===== src/rtl/serial_skip_adder_ctrl.sv =====
// rtl/serial_skip_adder_ctrl.sv - two-requester controller sharing one K-bit carry-skip slice
// A W-bit add runs one chunk per cycle; the result is held on a valid/ready port.
module serial_skip_adder_ctrl #(
  parameter int W  = 128,
  parameter int K  = 16,
  localparam int N  = W / K,
  localparam int CW = $clog2(N + 1)
) (
  input  logic          clk,
  input  logic          rst,
  input  logic          req0_valid,
  output logic          req0_ready,
  input  logic [W-1:0]  req0_a,
  input  logic [W-1:0]  req0_b,
  input  logic          req1_valid,
  output logic          req1_ready,
  input  logic [W-1:0]  req1_a,
  input  logic [W-1:0]  req1_b,
  output logic          res_valid,
  input  logic          res_ready,
  output logic [W-1:0]  res_sum,
  output logic          res_cout,
  output logic          res_id,
  output logic [CW-1:0] res_skip,
  output logic          busy
);
  localparam int IW = (N > 1) ? $clog2(N) : 1;

  typedef enum logic [1:0] {S_IDLE, S_RUN, S_DONE} state_t;

  state_t               r_state;
  state_t               w_state_nxt;
  logic [N-1:0][K-1:0]  r_a;
  logic [N-1:0][K-1:0]  r_b;
  logic [N-1:0][K-1:0]  r_sum;
  logic                 r_id;
  logic                 r_last_grant;
  logic                 r_carry;
  logic                 r_cout;
  logic [CW-1:0]        r_idx;
  logic [CW-1:0]        r_skip;

  logic                 w_gnt0;
  logic                 w_gnt1;
  logic                 w_accept;
  logic                 w_last_chunk;
  logic [IW-1:0]        w_sel;
  logic [K-1:0]         w_ca;
  logic [K-1:0]         w_cb;
  logic [K:0]           w_csum;
  logic                 w_p;
  logic                 w_carry_nxt;

  assign w_sel        = r_idx[IW-1:0];
  assign w_ca         = r_a[w_sel];
  assign w_cb         = r_b[w_sel];
  assign w_csum       = {1'b0, w_ca} + {1'b0, w_cb} + {{K{1'b0}}, r_carry};
  assign w_p          = &(w_ca ^ w_cb);
  // A fully propagating chunk passes its incoming carry straight through.
  assign w_carry_nxt  = w_p ? r_carry : w_csum[K];
  assign w_last_chunk = (r_idx == CW'(N - 1));
  assign w_accept     = w_gnt0 || w_gnt1;

  always_comb begin
    w_state_nxt = r_state;
    w_gnt0      = 1'b0;
    w_gnt1      = 1'b0;
    case (r_state)
      S_IDLE: begin
        // On a tie the requester that did not win last time is served.
        w_gnt0 = req0_valid && (!req1_valid || r_last_grant);
        w_gnt1 = req1_valid && (!req0_valid || !r_last_grant);
        if (w_gnt0 || w_gnt1) w_state_nxt = S_RUN;
      end
      S_RUN:   if (w_last_chunk) w_state_nxt = S_DONE;
      S_DONE:  if (res_ready) w_state_nxt = S_IDLE;
      default: w_state_nxt = S_IDLE;
    endcase
  end

  always_ff @(posedge clk or posedge rst) begin
    if (rst) begin
      r_state      <= S_IDLE;
      r_a          <= '0;
      r_b          <= '0;
      r_sum        <= '0;
      r_id         <= 1'b0;
      r_last_grant <= 1'b1;
      r_carry      <= 1'b0;
      r_cout       <= 1'b0;
      r_idx        <= '0;
      r_skip       <= '0;
    end else begin
      r_state <= w_state_nxt;
      if (w_accept) begin
        r_a          <= w_gnt1 ? req1_a : req0_a;
        r_b          <= w_gnt1 ? req1_b : req0_b;
        r_id         <= w_gnt1;
        r_last_grant <= w_gnt1;
        r_carry      <= 1'b0;
        r_idx        <= '0;
        r_skip       <= '0;
        r_sum        <= '0;
      end else if (r_state == S_RUN) begin
        r_sum[w_sel] <= w_csum[K-1:0];
        r_carry      <= w_carry_nxt;
        r_skip       <= r_skip + CW'(w_p);
        r_idx        <= r_idx + CW'(1);
        if (w_last_chunk) r_cout <= w_carry_nxt;
      end
    end
  end

  assign req0_ready = w_gnt0;
  assign req1_ready = w_gnt1;
  assign res_valid  = (r_state == S_DONE);
  assign res_sum    = r_sum;
  assign res_cout   = r_cout;
  assign res_id     = r_id;
  assign res_skip   = r_skip;
  assign busy       = (r_state != S_IDLE);

endmodule


===== config.mk =====
export PLATFORM = sky130hd
export DESIGN_NAME = serial_skip_adder_ctrl
export DESIGN_NICKNAME = d
export VERILOG_FILES = /design/src/rtl/serial_skip_adder_ctrl.sv
export SDC_FILE = /design/constraint.sdc
export NUM_CORES = 1
export LEC_CHECK = 0
export CORE_AREA = 2 2 255 257
export CTS_CLUSTER_SIZE = 8
export DETAILED_ROUTE_END_ITERATION = 16
export DIE_AREA = 0 0 257 259
export HOLD_SLACK_MARGIN = 0.12
export SETUP_SLACK_MARGIN = 0.3
export SLEW_MARGIN = 10
export SYNTH_ARGS = -nofsm -noshare
export SYNTH_HDL_FRONTEND = slang
export SYNTH_SLANG_ARGS = --single-unit

===== constraint.sdc =====
create_clock -name clk -period 15 [get_ports clk]
set_clock_uncertainty 0.2 [all_clocks]
set_input_delay 2.25 -clock clk [delete_from_list [all_inputs] [get_ports clk]]
set_output_delay 2.25 -clock clk [all_outputs]
set_load 0.05 [all_outputs]

==> results of run 1 <==
==> metal layers <==
metal / vias up / track usage [%] / share of wire, %
li1: 9011 / - / -
met1: 9546 / 31.9 / 41
met2: 811 / 40.7 / 48
met3: 183 / 6.09 / 7.1
met4: 20 / 11.1 / 3.5
met5: - / 0 / 0.16
==> per-stage QoR <==
| stage | utilization (%) | worst slack [ns] | power (uW) |
|---|---|---|---|
| 6_report | 44.4 | 7.28 | 7550 |
| 2_1_floorplan | - | 1.48 | 4490 |
| 5_1_grt | 44.4 | 7.17 | 8020 |
| 3_5_place_dp | 42.0 | 7.32 | 6430 |
| 3_3_place_gp | 42.0 | 7.32 | 6350 |
| 4_1_cts | 44.3 | 7.30 | 7610 |
==> logic make-up after synthesis <==
family | share of synthesized area (%)
XOR/XNOR | 0.712
flip-flops | 50.6
AO/OA/AOI/OAI | 16.7
adder cells (fa/ha/maj) | 1.41
AND/OR/NAND/NOR | 20.5
buffers and inverters | 4.29
multiplexers | 5.81
==> power by group <==
part           switching (uW)  internal [uW]  total (uW)
Sequential                378           1560        1930
Clock                     457            696        1150
Combinational            2990           1480        4470
==> state kept, by name (all words and copies together), names as in the netlist, 2 cells and up <==
name and count:
res_skip 4, r_a 128, res_sum 128, r_state 2
r_idx 4, r_b 128
==> cell usage in the layout (no fill, tap or decap), types with 3 or more instances in the layout <==
| cell type | netlist | final |
|---|---|---|
| o21ai_0 | 141 | 141 |
| xnor2_1 | 4 | 4 |
| dfrtp_4 | 0 | 3 |
| mux2i_1 | 13 | 13 |
| o22ai_1 | 8 | 8 |
| mux2_2 | 38 | 38 |
| clkdlybuf4s50_1 | 0 | 654 |
| a31oi_1 | 265 | 265 |
| clkbuf_16 | 0 | 57 |
| nand4_1 | 4 | 4 |
| o31ai_1 | 9 | 9 |
| buf_4 | 0 | 24 |
| nor3_1 | 4 | 4 |
| dfrtp_1 | 397 | 394 |
| mux4_2 | 26 | 26 |
| nand2_1 | 563 | 563 |
| a21o_1 | 5 | 5 |
| o21ai_1 | 4 | 3 |
| clkbuf_1 | 116 | 15 |
| xor2_1 | 7 | 7 |
| o221ai_1 | 6 | 6 |
| ha_1 | 19 | 19 |
| a22o_1 | 3 | 3 |
| diode_2 | 0 | 24 |
| nor2_2 | 0 | 3 |
| inv_1 | 18 | 17 |
| a211oi_1 | 3 | 3 |
| nor2_1 | 298 | 294 |
| nand3_1 | 133 | 132 |
| a21oi_1 | 23 | 23 |
| a22oi_1 | 15 | 15 |
| a221oi_1 | 24 | 24 |
==> worst max-delay path by stage <==
stage,from,endpoint,slack (ns),cells after the start
finish,req1_valid,req1_ready,7.28,4
global route,req1_valid,req1_ready,7.17,4
CTS,req1_valid,req1_ready,7.30,4
detailed placement,req1_valid,req1_ready,7.32,4
global placement,req0_valid,req1_ready,7.32,5
floorplan,rst,r_a[0],1.48,1
==> critical path, stage by stage <==
cell and delay, ns:
clkdlybuf4s50_1 0.64, nand3_4 0.43, inv_8 0.78, clkdlybuf4s50_1 0.96
==> area by class of cell <==
type | count | area share [%]
Sequential cell | 398 | 35.1
Multi-Input combinational cell | 1655 | 31.4
Timing Repair Buffer | 679 | 23.8
Clock buffer | 73 | 5.27
Tap cell | 855 | 3.77
Inverter | 20 | 0.317
Antenna cell | 24 | 0.212
Clock inverter | 1 | 0.106
==> run_results.csv, run 1 <==
group,metric,value,unit
outcome,status,"complete, no violations",
clock_network,clk_latency,0.59,ns
floorplan,dieWidth,257,um
floorplan,die_h,259,um
grt,grt_pass1_wl,125000,um
clock_network,cts_tree,"yes",
sta,drv_slew,0,
finish,layout.nets,3348,
sta,hold_viol,0,
clock_network,cts_hold_buf,0,
finish,area_growth,44.2,%
min_path,holdPathStages,2,
yosys,ys.flop_type,"dfrtp_1",
setup_path,worstPathRequired,12.55,ns
sta,holdWs,0.270,ns
clock_network,cts_sinks,398,
route,drtIter0Drc,1605,
yosys,synth.area.top_cells,"dfrtp_1 50%, nand2_1 11%, a31oi_1 8.4%",
setup_path,r2r_cells,13,
setup_path,r2r_end,"res_sum[126]",
grt,first_global_vias,19600,
setup_path,end_kind,"output pin",
yosys,syn-instance-count,2259,
finish,nFillCells,6147,
grt,gr-total-overflow,0,
yosys,synth_common_cells,"563 x nand2_1, 397 x dfrtp_1, 298 x nor2_1, 265 x a31oi_1, 141 x o21ai_0",
sta,tns,0,ns
min_path,worst_hold_path_type,"reg2reg",
clock_network,post_cts_buffers,0,
yosys,synth_nets,2797,
yosys,synth_area,19700,um^2
finish,fin_area,28400,um^2
finish,ff_latch_area,9970,um^2
finish,finalNonFillerCells,3705,
route,routed_wl,85600,um
min_path,min_to,"r_last_grant",
power,p_leak,0.0115,uW
yosys,seq_area_frac_synth,50.6,%
clock_network,clk_path_buf_depth,3,
route,vias_per_cell,5.28,
clock_network,cts-htree-levels,2,
floorplan,row_count,93,
yosys,async_reset_ff_share,100,%
setup_path,r2r_slack,9.06,ns
placement,io_buffer_count,654,
sta,maxSlewHeadroom,19.3,%
clock_network,cts-buffers-inserted,56,
floorplan,die_area,66600,um^2
sta,rsz0062_at_grt,"false",
power,ir_drop,0.000221,V
setup_path,crit_arrival,5.27,ns
finish,multi_input_area,8930,um^2
sta,tightest_slew,1.21,ns
floorplan,start_util,30.8,%
clock_network,clockRootBuffer,"clkbuf_16",
route,dr.pass1.iters,5,
yosys,yosys.area.top_type_share,50.4,%
route,wl_per_cell,23.1,um
yosys,avgSynthCellArea,8.72,um^2
setup_path,crit_path_max_fanout,163,
sta,finalCriticalPeriod,7.72,ns
power,power_density,266,nW/um^2
yosys,synth_edf_count,0,
route,detail-route-antenna-nets,0,
yosys,yosys_warnings,0,
grt,antenna_found_initial,34,
placement,placed_area,26800,um^2
grt,track_usage,25.1,%
placement,gp_congestion,0.907,
setup_path,rr_startpoint,"r_idx[1]",
route,drc,0,
setup_path,startpoint_type,"primary input",
yosys,synth.most_common_cell,"nand2_1",
grt,grt_start_max_net_pins,168,
sta,timing.final.crit_share,51.5,%
yosys,ys_ff_latch,398,
placement,placed_cells,3607,
setup_path,crit_type,"in2out",
min_path,min-delay-start,"r_last_grant",
yosys,ys_types,63,
yosys,synth_top_cell_by_area,"dfrtp_1",
floorplan,core_area,63900,um^2
sta,clock.fmax,129,MHz
flow_run,max_cap_violations,0,
finish,layout-drive-gt1-share,6.12,%
route,vias,19600,
floorplan,io_pins,655,
clock_network,path_clk_slew,0.05,ns
placement,dpl.hpwl,64100,um
sta,setup-violations-final,0,
clock_network,cts_resized,0,
No activity file was read; power rests on OpenSTA's default activity.
==> run 2: changes to the inputs <==
clock period = 8.1 ns   (was 15 ns; I/O delays follow)
==> run 2 against run 1 <==
  * Wire length grew 0.45%
  * Final area shrank 0.26%
  * First-iteration DRC count shrank 3.8%
  * Critical path type unchanged
  * Largest cell class unchanged
  * Highest routed layer unchanged
==> run_results.csv, run 2 (synthesized netlist as in run 1, its figures left out) <==
group,metric,value,unit
sta,timing.final.crit_share,72.2,%
clock_network,cts_tree,"yes",
finish,area_growth,43.8,%
setup_path,crit_top_cell,"clkdlybuf4s50_1",
sta,clock.fmax,171,MHz
finish,utilization,44.3,%
power,p_leak,0.0115,uW
setup_path,end_kind,"output pin",
clock_network,clockRootBuffer,"clkbuf_16",
placement,pre_cts_slack,2.22,ns
grt,gr-total-overflow,0,
setup_path,cp.depth,4,
floorplan,io_pins,655,
grt,grt_pass1_wl,126000,um
flow_run,max_cap_violations,0,
setup_path,crit_end,"req1_ready",
sta,maxSlewHeadroom,18.5,%
placement,io_buffer_count,654,
finish,layout-drive-gt1-share,6.09,%
setup_path,crit_arrival,4.43,ns
floorplan,start_util,30.8,%
setup_path,r2r_slack,2.55,ns
sta,hold_viol,0,
clock_network,path_clk_slew,0.04,ns
setup_path,worstPathRequired,6.68,ns
clock_network,cts-htree-levels,2,
route,routed_wl,86000,um
finish,nFillCells,6159,
finish,layout_commonest_cell,"clkdlybuf4s50_1",
sta,tightest_slew,1.22,ns
power,power_density,486,nW/um^2
setup_path,crit_path_max_fanout,115,
setup_path,rr_startpoint,"r_idx[0]",
finish,fin_area,28300,um^2
clock_network,cts-buffers-inserted,56,
finish,layout.nets,3342,
placement,placed_area,26800,um^2
clock_network,clk_latency,0.60,ns
sta,tns,0,ns
grt,antenna_found_initial,12,
setup_path,critPathLaunch,"req1_valid",
finish,mostFrequentLayoutCells,"654 x clkdlybuf4s50_1, 563 x nand2_1, 394 x dfrtp_1",
setup_path,path_buf_inv,3,
sta,rsz0062_at_grt,"false",
setup_path,slowest_delay,0.94,ns
floorplan,dieWidth,257,um
route,detail-route-antenna-nets,0,
setup_path,slowest_stage,"clkdlybuf4s50_1",
route,drtIter0Drc,1544,
floorplan,die_h,259,um
setup_path,r2r_end,"res_sum[126]",
sta,holdWs,0.273,ns
sta,drv_slew,0,
clock_network,post_cts_buffers,0,
route,drc,0,
clock_network,clk_path_buf_depth,3,
setup_path,cp_top_family,"buffers and inverters",
clock_network,cts_hold_buf,0,
sta,setup-violations-final,0,
setup_path,startpoint_type,"primary input",
clock_network,cts_sinks,398,
floorplan,row_count,93,
outcome,status,"complete, no violations",
route,dr.pass1.iters,6,
placement,dpl.hpwl,65700,um
floorplan,core_area,63900,um^2
grt,first_global_vias,19500,
floorplan,die_area,66600,um^2
setup_path,cp_cell_sequence,"clkdlybuf4s50_1, nand3_4, inv_8, clkdlybuf4s50_1",
clock_network,cts_resized,0,
route,vias,19500,
power,ir_drop,0.000467,V
grt,track_usage,25.2,%
setup_path,r2r_cells,13,
route,vias_per_cell,5.30,
setup_path,crit_type,"in2out",
sta,finalCriticalPeriod,5.85,ns
sta,fin_ws,2.25,ns
min_path,worst_hold_path_type,"reg2reg",
route,wl_per_cell,23.4,um
grt,grt_start_max_net_pins,260,
placement,gp_congestion,0.875,
run 2: how the worst min path moves through the flow:
| stage | start | endpoint | slack [ns] | cells after the start |
|---|---|---|---|---|
| 6_report | r_last_grant | r_last_grant | 0.27 | 2 |
| 3_3_place_gp | r_last_grant | r_last_grant | 0.27 | 2 |
| 3_5_place_dp | r_last_grant | r_last_grant | 0.27 | 2 |
| 5_1_grt | r_last_grant | r_last_grant | 0.29 | 2 |
| 2_1_floorplan | r_last_grant | r_last_grant | 0.25 | 2 |
| 4_1_cts | r_last_grant | r_last_grant | 0.28 | 2 |
run 2: report_power, final:
part	leakage (uW)	total (uW)	switching [uW]	internal, uW
logic	0.00606	7990	5300	2690
clock network	0.000729	2080	829	1250
registers	0.00469	3690	812	2880
run 2: routing by layer:
metal  GRT usage, %  routed length [um]  up-vias
met5              0                  51        -
met1           32.4               35700     9601
met3           4.89                5600      142
li1               -                   -     8975
met2           43.0               42300      732
met4           7.46                2310        8
run 2: final cells by class:
type	instances	area [um^2]	area share [%]
Inverter	20	86.3	0.305
Sequential cell	398	9970	35.2
Clock inverter	1	5.00	0.0177
Clock buffer	61	1470	5.20
Multi-Input combinational cell	1655	8940	31.6
Antenna cell	10	25.0	0.0884
Tap cell	855	1070	3.78
Timing Repair Buffer	673	6750	23.8
run 2: worst reg2reg max path: cells and delay by family, from the launching register on:
kind	cells	cell delay, ns
adders and majority gates	2	0.76
DFF	1	0.81
xor gates and xnor gates	1	0.53
buffers and inverters	2	0.40
AOI/OAI and AO/OA	5	1.50
and+or+nand+nor	3	1.19
run 2: through the flow:
step	power [uW]	cells
finish	13800	3673
global route	14600	3671
CTS	13900	3663
detailed placement	11800	3601
global placement	11700	3601
floorplan	8310	2259
==> run 3: changes to the inputs <==
clock period = 5.5 ns   (was 8.1 ns; I/O delays follow)
==> run 3 against run 2 <==
  * Critical endpoint is now res_sum[47]
  * Combinational power is 51% higher
  * Global-route usage grew 0.93 points
  * Non-clock buffer count rose by 21
  * Critical path type is now reg2reg
  * Utilization grew 0.31 points
  * Via count increased by 1.9%
  * Count of clock-buffer cells in the layout increased by 10
  * Highest routed layer unchanged
==> run_results.csv, run 3 (synthesized netlist as in run 1, its figures left out) <==
group,metric,value,unit
outcome,status,"complete, no violations",
floorplan,core_area,63900,um^2
setup_path,cp_cell_sequence,"inv_2, nor2_1, buf_4, a22o_1, a221oi_1, inv_1, ha_1, a211oi_1, o21ai_1, nand4b_1, nand3_1, xnor2_1, o21ai_0",
power,p_comb_share,58.1,%
clock_network,clk_path_buf_depth,3,
clock_network,cts-htree-levels,2,
setup_path,startpoint_type,"flop",
floorplan,io_pins,655,
power,power_density,730,nW/um^2
setup_path,crit_arrival,5.06,ns
route,vias_per_cell,5.36,
route,dr.pass1.iters,5,
grt,grt_pass1_wl,130000,um
route,drc,0,
sta,hold_viol,0,
sta,timing.final.crit_share,88.2,%
route,vias,19800,
clock_network,clockRootBuffer,"clkbuf_16",
floorplan,die_area,66600,um^2
clock_network,clk_latency,0.60,ns
power,power,20800,uW
grt,gr-total-overflow,0,
sta,clock.fmax,206,MHz
finish,layout_commonest_cell,"clkdlybuf4s50_1",
power,seq_power_share,26.8,%
power,sw_frac_of_total,50.8,%
clock_network,cts_sinks,398,
power,ir_drop,0.000642,V
setup_path,slowest_stage,"xnor2_1",
finish,nFillCells,6203,
setup_path,slowest_delay,0.79,ns
sta,rsz0062_at_grt,"false",
placement,io_buffer_count,654,
placement,dpl.hpwl,69100,um
setup_path,crit_path_max_fanout,38,
floorplan,dieWidth,257,um
floorplan,start_util,30.8,%
route,wl_per_cell,24.2,um
clock_network,cts_hold_buf,0,
clock_network,cts-buffers-inserted,56,
clock_network,post_cts_buffers,0,
grt,grt_start_max_net_pins,191,
finish,mostFrequentLayoutCells,"653 x clkdlybuf4s50_1, 563 x nand2_1, 394 x dfrtp_1",
power,internal_power,10200,uW
sta,tightest_slew,1.28,ns
setup_path,end_kind,"flop",
flow_run,max_cap_violations,0,
finish,multi_input_area,8930,um^2
grt,first_global_vias,19400,
power,p_leak,0.0116,uW
clock_network,cts_resized,0,
min_path,worst_hold_path_type,"reg2reg",
route,routed_wl,89600,um
sta,finalCriticalPeriod,4.85,ns
grt,antenna_found_initial,12,
finish,layout.nets,3363,
route,detail-route-antenna-nets,0,
finish,area_growth,44.8,%
clock_network,path_clk_slew,0.05,ns
route,drtIter0Drc,1597,
floorplan,row_count,93,
grt,track_usage,26.1,%
placement,gp_congestion,0.934,
setup_path,worstPathRequired,5.71,ns
sta,setup-violations-final,0,
sta,maxSlewHeadroom,15.0,%
sta,drv_slew,0,
power,switching_power,10600,uW
finish,layout-drive-gt1-share,6.69,%
sta,tns,0,ns
setup_path,crit_type,"reg2reg",
clock_network,cts_tree,"yes",
floorplan,die_h,259,um
finish,ff_latch_area,9970,um^2
power,power_frac_clock,15.1,%
sta,holdWs,0.271,ns
run 3: changes by cell type in the layout (fill, tap and decap cells not counted):
cell / delta
nand3_2: -2
bufinv_16: +1
buf_4: +21
clkbuf_1: +12
clkdlybuf4s50_1: -1
clkbuf_8: -2
nand3_1: +2
buf_12: +1
diode_2: -4
run 3: worst max-delay path, delay by kind of cell (launching register included):
family,cells,cell delay [ns]
DFF,1,0.70
adders and majority gates,1,0.34
buffers and inverters,3,0.70
and+or+nand+nor,3,0.34
AOI/OAI and AO/OA,5,1.56
xor gates and xnor gates,1,0.79
run 3: metal layers:
metal / track usage, % / part of all wire, % / vias to the layer above
met4: 7.57 / 2.7 / 10
met1: 34.4 / 42 / 9865
met5: 0 / 0.074 / -
met2: 43.5 / 48 / 797
met3: 5.20 / 6.8 / 136
li1: - / - / 9024
run 3: power groups by stage:
stage	Clock, uW	Sequential, uW	Combinational [uW]
2_1_floorplan	0	5740	6500
3_3_place_gp	0	5580	12000
3_5_place_dp	0	5560	12100
4_1_cts	3210	5530	12200
5_1_grt	3330	5650	13100
6_report	3140	5580	12100
run 3: final timing paths:
kind / startpoint / endpoint / slack, ns / depth (start not counted)
hold / removal: r_last_grant / r_last_grant / 0.27 / 2
setup / recovery: r_idx[0] / res_sum[47] / 0.65 / 13
setup reg to reg: r_idx[0] / res_sum[47] / 0.65 / 13
min in group asynchronous: rst / r_b[35] / 0.45 / 2
hold reg to reg: r_last_grant / r_last_grant / 0.27 / 2
max in group asynchronous: rst / r_a[62] / 3.35 / 3
run 3: per-stage QoR:
step	setup slack, ns	util [%]	instances	cell area [um^2]
after floorplan	-0.882	-	2259	19700
after global placement	0.837	42.2	3622	27000
after detailed placement	0.758	42.2	3622	27000
after CTS	0.694	44.6	3695	28500
after global routing	0.357	44.6	3701	28500
final	0.649	44.6	3701	28500
run 3: area by class of cell:
type / count / share of cell area, %
clock buffers: 71 / 5.22
flip-flops and latches: 398 / 35.0
multi-input cells: 1655 / 31.3
repair buffers: 694 / 24.3
diodes: 6 / 0.0527
well taps: 855 / 3.75
clock inverters: 2 / 0.123
inverters: 20 / 0.303
